File: config.mk
export PLATFORM = sky130hd
export DESIGN_NAME = step_sequencer
export DESIGN_NICKNAME = d
export VERILOG_FILES = /design/src/rtl/seq_pkg.sv /design/src/rtl/step_timer.sv /design/src/rtl/step_sequencer.sv
export SDC_FILE = /design/constraint.sdc
export NUM_CORES = 1
export LEC_CHECK = 0
export CORE_MARGIN = 2
export CORE_UTILIZATION = 45
export DETAILED_ROUTE_END_ITERATION = 7
export GPL_TIMING_DRIVEN = 0
export PLACE_DENSITY_LB_ADDON = 0.3
export SLEW_MARGIN = 10
export SYNTH_ARGS = -nofsm -noshare
export SYNTH_HDL_FRONTEND = slang
export SYNTH_HIERARCHICAL = 1
export SYNTH_SLANG_ARGS = --single-unit
File: constraint.sdc
create_clock -name clk -period 4.31 [get_ports clk]
set_input_delay 0.862 -clock clk [delete_from_list [all_inputs] [get_ports clk]]
set_output_delay 0.862 -clock clk [all_outputs]
set_load 0.1 [all_outputs]
File: src/rtl/seq_pkg.sv
// Shared definitions for the pattern step sequencer.
//   seq_state_e : play-state encoding (idle, gate high, gate low)
//   DEGREE_W    : width of a scale degree
//   REST_DEGREE : degree value that means "no note"
//   step_idx_w  : width of a step index for a given pattern length
package seq_pkg;

    typedef enum logic [1:0] {
        StIdle,
        StGateOn,
        StGateOff
    } seq_state_e;

    localparam int unsigned DEGREE_W = 4;
    localparam logic [DEGREE_W-1:0] REST_DEGREE = '0;

    function automatic int unsigned step_idx_w(input int unsigned steps);
        return (steps > 1) ? $clog2(steps) : 1;
    endfunction

endpackage

File: src/rtl/step_timer.sv
// Cycle counter for one sequencer step.
//   clk      : system clock
//   rst      : synchronous active-high reset
//   clear    : hold the counter at 0 (idle or stopping)
//   gate_end : high while counter == GATE_CLKS-1
//   step_end : high while counter == STEP_CLKS-1
// The counter returns to 0 after STEP_CLKS-1, so each step starts at 0.
module step_timer #(
    parameter int unsigned STEP_CLKS = 524288,
    parameter int unsigned GATE_CLKS = 393216
) (
    input  logic clk,
    input  logic rst,
    input  logic clear,
    output logic gate_end,
    output logic step_end
);

    localparam int unsigned CNT_W = (STEP_CLKS > 1) ? $clog2(STEP_CLKS) : 1;
    localparam logic [CNT_W-1:0] GATE_LAST = CNT_W'(GATE_CLKS - 1);
    localparam logic [CNT_W-1:0] STEP_LAST = CNT_W'(STEP_CLKS - 1);

    logic [CNT_W-1:0] cnt_q;

    always_ff @(posedge clk) begin
        if (rst || clear || step_end) begin
            cnt_q <= '0;
        end else begin
            cnt_q <= cnt_q + CNT_W'(1);
        end
    end

    assign gate_end = (cnt_q == GATE_LAST);
    assign step_end = (cnt_q == STEP_LAST);

endmodule

File: src/rtl/step_sequencer.sv
// Pattern step sequencer feeding the pitch-lookup/oscillator voice.
//   clk, rst     : system clock, synchronous active-high reset
//   run          : high = play pattern in a loop, low = stop
//   wr_en        : write pattern[wr_addr] = wr_degree at the edge
//   wr_addr      : pattern index to write
//   wr_degree    : scale degree to store (0 = rest)
//   scale_degree : degree of the current step, held for the whole step
//   gate         : note gate, high for GATE_CLKS cycles of a non-rest step
//   step         : current step index
//   step_strobe  : one-cycle pulse on the first cycle of each step
module step_sequencer
    import seq_pkg::*;
#(
    parameter int unsigned STEPS     = 8,
    parameter int unsigned STEP_CLKS = 524288,
    parameter int unsigned GATE_CLKS = 393216,
    localparam int unsigned IDX_W    = step_idx_w(STEPS)
) (
    input  logic                clk,
    input  logic                rst,
    input  logic                run,
    input  logic                wr_en,
    input  logic [IDX_W-1:0]    wr_addr,
    input  logic [DEGREE_W-1:0] wr_degree,
    output logic [DEGREE_W-1:0] scale_degree,
    output logic                gate,
    output logic [IDX_W-1:0]    step,
    output logic                step_strobe
);

    // With legato timing the gate never drops inside a step.
    localparam bit HAS_GATE_OFF = (GATE_CLKS < STEP_CLKS);

    seq_state_e          state_q, state_d;
    logic [IDX_W-1:0]    step_q, step_d;
    logic [DEGREE_W-1:0] degree_q, degree_d;
    logic                gate_q, gate_d;
    logic                strobe_q, strobe_d;
    logic [DEGREE_W-1:0] pattern_q [STEPS];

    logic             start;
    logic [IDX_W-1:0] start_idx;
    logic             timer_clear;
    logic             gate_end;
    logic             step_end;

    // Counter sits at 0 while idle and clears on stop, so every step begins at 0.
    assign timer_clear = (state_q == StIdle) || !run;

    step_timer #(
        .STEP_CLKS (STEP_CLKS),
        .GATE_CLKS (GATE_CLKS)
    ) u_timer (
        .clk      (clk),
        .rst      (rst),
        .clear    (timer_clear),
        .gate_end (gate_end),
        .step_end (step_end)
    );

    // Pattern storage; a same-edge step-start read sees the old entry.
    always_ff @(posedge clk) begin
        if (rst) begin
            for (int i = 0; i < int'(STEPS); i++) begin
                pattern_q[i] <= REST_DEGREE;
            end
        end else if (wr_en) begin
            pattern_q[wr_addr] <= wr_degree;
        end
    end

    always_comb begin
        state_d   = state_q;
        step_d    = step_q;
        degree_d  = degree_q;
        gate_d    = gate_q;
        strobe_d  = 1'b0;
        start     = 1'b0;
        start_idx = '0;

        unique case (state_q)
            StIdle: begin
                if (run) begin
                    start = 1'b1;
                end
            end
            StGateOn, StGateOff: begin
                if (!run) begin
                    state_d  = StIdle;
                    step_d   = '0;
                    degree_d = REST_DEGREE;
                    gate_d   = 1'b0;
                end else if (step_end) begin
                    start     = 1'b1;
                    start_idx = step_q + IDX_W'(1);
                end else if (HAS_GATE_OFF && (state_q == StGateOn) && gate_end) begin
                    state_d = StGateOff;
                    gate_d  = 1'b0;
                end
            end
            default: begin
                state_d = StIdle;
            end
        endcase

        if (start) begin
            state_d  = StGateOn;
            step_d   = start_idx;
            degree_d = pattern_q[start_idx];
            gate_d   = (pattern_q[start_idx] != REST_DEGREE);
            strobe_d = 1'b1;
        end
    end

    always_ff @(posedge clk) begin
        if (rst) begin
            state_q  <= StIdle;
            step_q   <= '0;
            degree_q <= REST_DEGREE;
            gate_q   <= 1'b0;
            strobe_q <= 1'b0;
        end else begin
            state_q  <= state_d;
            step_q   <= step_d;
            degree_q <= degree_d;
            gate_q   <= gate_d;
            strobe_q <= strobe_d;
        end
    end

    assign scale_degree = degree_q;
    assign gate         = gate_q;
    assign step         = step_q;
    assign step_strobe  = strobe_q;

endmodule

==> flow_summary.json <==
{
  "num_vias": 2106,
  "cts_sinks": 62,
  "area_growth_pct": 16.0,
  "status": "complete, no violations",
  "reg2reg_to": "gate$_SDFFE_PP0P_",
  "peakVddDrop_v": 0.000205,
  "switchingPower_uw": 324,
  "ys_seq_area_frac": 0.524,
  "start_kind": "flip-flop",
  "slew_violations": 0,
  "drt_wl_total_microns": 5560,
  "fin_skew_ns": 0.00644,
  "vias_per_cell": 5.35,
  "dr.pass1.iters": 4,
  "finalHoldViolations": 0,
  "antenna_found_initial": 0,
  "ys_types": 51,
  "htreeDepth": 3,
  "drtIter0Drc": 95,
  "setup_violations": 0,
  "p_int_uw": 947,
  "dieHeight_microns": 85.3,
  "slew_headroom": 0.351,
  "synth_nets": 299,
  "sequentialPowerShare": 0.515,
  "cap_violations": 0,
  "core_area_sq_um": 6390,
  "synth-edff-count": 32,
  "grt_max_degree": 13,
  "crit_slowest_cell": "clkdlybuf4s50_1",
  "synth-async-reset-ratio": 0,
  "tns_ns": 0,
  "n_fill_cell": 565,
  "rows": 29,
  "worstPathArrival_ns": 2.04,
  "ys_warn_count": 6,
  "criticalPathCategory": "reg2out",
  "required_ns": 3.45,
  "fp.dieW_microns": 85.3,
  "synthTopCellsByArea": "edfxtp_1, dfxtp_1, and2_1, nor2_1, xnor2_1",
  "powerDensity_nw_per_um2": 368,
  "crit_end": "step[0]",
  "r2r_slack_ns": 1.48,
  "syn_area_sq_um": 2980,
  "max_freq_mhz": 345,
  "clk_latency_ns": 0.34,
  "cp.depth": 1,
  "start_util": 0.466,
  "clk_pin_slew_worst_paths_ns": 0.07,
  "grtUsageTotal": 0.167,
  "hold_buffers": 0,
  "ant_nets": 0,
  "wire_per_inst_microns": 14.1,
  "portBuffers": 18,
  "cts_root_buf": "clkbuf_8",
  "synthTopCellsByCount": "and2_1, edfxtp_1, nor2_1",
  "postCtsSetupBuffers": 0,
  "tightest_slew_ns": 0.970,
  "sw_frac_of_total": 0.255,
  "cts_tree": "built",
  "grt_pass1_wl_microns": 9310,
  "grt_overflow": 0,
  "layout.nets": 328,
  "clkPwrFrac": 0.400,
  "syn_area_per_cell_sq_um": 10.5,
  "cts_resized": 0,
  "syn_inst": 283,
  "die-area_sq_um": 7280,
  "pin_count": 20,
  "comb_power_share": 0.085,
  "dp_hpwl_microns": 3970,
  "yosys.area.top_type": "edfxtp_1",
  "totalPowerFinal_mw": 1.27,
  "fin_crit_sh": 0.673,
  "synth_top_area_share": 0.323,
  "path_buf_inv": 1,
  "endpoint_kind": "primary output",
  "grt_pass1_vias": 1985,
  "antenna_cells": 0,
  "gp_congestion": 0.762,
  "cts_made_buffers": 9,
  "rsz0062_at_grt": "no",
  "critPathTopFamily": "buffers and inverters",
  "worstPathCellList": "clkdlybuf4s50_1",
  "fin_crit_ns": 2.90,
  "crit_path_max_fanout": 9,
  "drc_errors": 0,
  "cellLeakagePower_nw": 1.22,
  "startpoint": "step[0]$_SDFFE_PP0P_",
  "reg2regPathDepth": 12,
  "drive_above_1_share": 0.132,
  "hold_class": "reg2reg",
  "synth_seq_cells": 62,
  "cpPeakStageDelay_ns": 1.20,
  "cts_buffer_depth": 2,
  "synth_ff_type": "edfxtp_1",
  "r2r-start": "u_timer/cnt_q[0]$_SDFF_PP0_"
}
-- cell families (layout without fill, tap and decap cells) --
| kind of cell | Yosys count | in the layout | synth area share |
|---|---|---|---|
| and+or+nand+nor | 135 | 135 | 0.259 |
| DFF | 62 | 62 | 0.524 |
| AOI/OAI and AO/OA | 44 | 44 | 0.106 |
| buffers and inverters | 18 | 52 | 0.0311 |
| xor gates and xnor gates | 14 | 14 | 0.0412 |
| adders and majority gates | 5 | 5 | 0.0210 |
| muxes | 5 | 5 | 0.0168 |
-- layout by cell type (no fill, tap or decap), types with 5 or more instances in the layout --
cell type	n
ha_1	5
clkbuf_8	9
o21ai_1	8
dfxtp_1	30
or2_2	9
inv_1	9
and2_1	32
clkdlybuf4s50_1	18
edfxtp_1	32
o21ai_0	5
o221ai_1	5
nand2_1	15
mux2i_1	5
nand4_1	7
nor4_1	5
nand3_1	10
nor2_1	32
xnor2_1	11
-- worst min-delay path by stage --
stage | start | to | slack, ns | cells after the start
detailed placement | scale_degree[1]$_SDFFE_PP0P_ | scale_degree[1]$_SDFFE_PP0P_ | 0.45 | 2
floorplan | u_timer/cnt_q[0]$_SDFF_PP0_ | u_timer/cnt_q[0]$_SDFF_PP0_ | 0.43 | 1
global route | scale_degree[1]$_SDFFE_PP0P_ | scale_degree[1]$_SDFFE_PP0P_ | 0.48 | 2
finish | scale_degree[0]$_SDFFE_PP0P_ | scale_degree[0]$_SDFFE_PP0P_ | 0.45 | 2
global placement | u_timer/cnt_q[0]$_SDFF_PP0_ | u_timer/cnt_q[0]$_SDFF_PP0_ | 0.45 | 1
CTS | scale_degree[0]$_SDFFE_PP0P_ | scale_degree[0]$_SDFFE_PP0P_ | 0.46 | 2
-- final cells by class --
type	instances	area, sq um	share of cell area
clock inverters	7	75.1	0.0217
inverters	9	33.8	0.00978
plain buffers	9	58.8	0.0170
multi-input cells	203	1320	0.383
repair buffers	18	180	0.0522
clock buffers	9	124	0.0359
well taps	77	96.3	0.0279
flip-flops and latches	62	1560	0.452
-- power by group through the flow --
stage	sequential [mW]	clock, mW	combinational [mW]
3_3_place_gp	0.667	0	0.108
5_1_grt	0.657	0.544	0.117
6_report	0.655	0.508	0.108
2_1_floorplan	0.696	0	0.0441
4_1_cts	0.655	0.520	0.109
3_5_place_dp	0.668	0	0.108
-- registers in the layout, summed over array words and instances, names as in the netlist --
signal         cells
scale_degree       4
pattern_q         32
gate               1
step_strobe        1
step               3
state_q            2
u_timer/cnt_q     19
-- tightest hold or removal path, cell delays in order, from the launching register on --
cell and delay [ns]:
dfxtp_1 0.31, nand2_1 0.05, o21ai_1 0.05
-- routing by layer --
metal,share of wire,track usage,wire [microns]
met5,0,0,0
met4,0.028,0.102,158
met3,0.050,0.0379,279
met2,0.44,0.251,2440
met1,0.48,0.218,2680
-- through the flow --
step / area, sq um / instances / worst slack [ns] / hold WS (ns) / util
final: 3450 / 394 / 1.41 / 0.454 / 0.541
after global routing: 3450 / 394 / 1.27 / 0.478 / 0.541
after CTS: 3450 / 394 / 1.38 / 0.460 / 0.541
after detailed placement: 3250 / 378 / 1.39 / 0.450 / 0.510
after global placement: 3250 / 378 / 1.41 / 0.445 / 0.510
after floorplan: 2980 / 283 / 1.82 / 0.430 / -
Note: power is estimated with default switching activity, not from simulation.
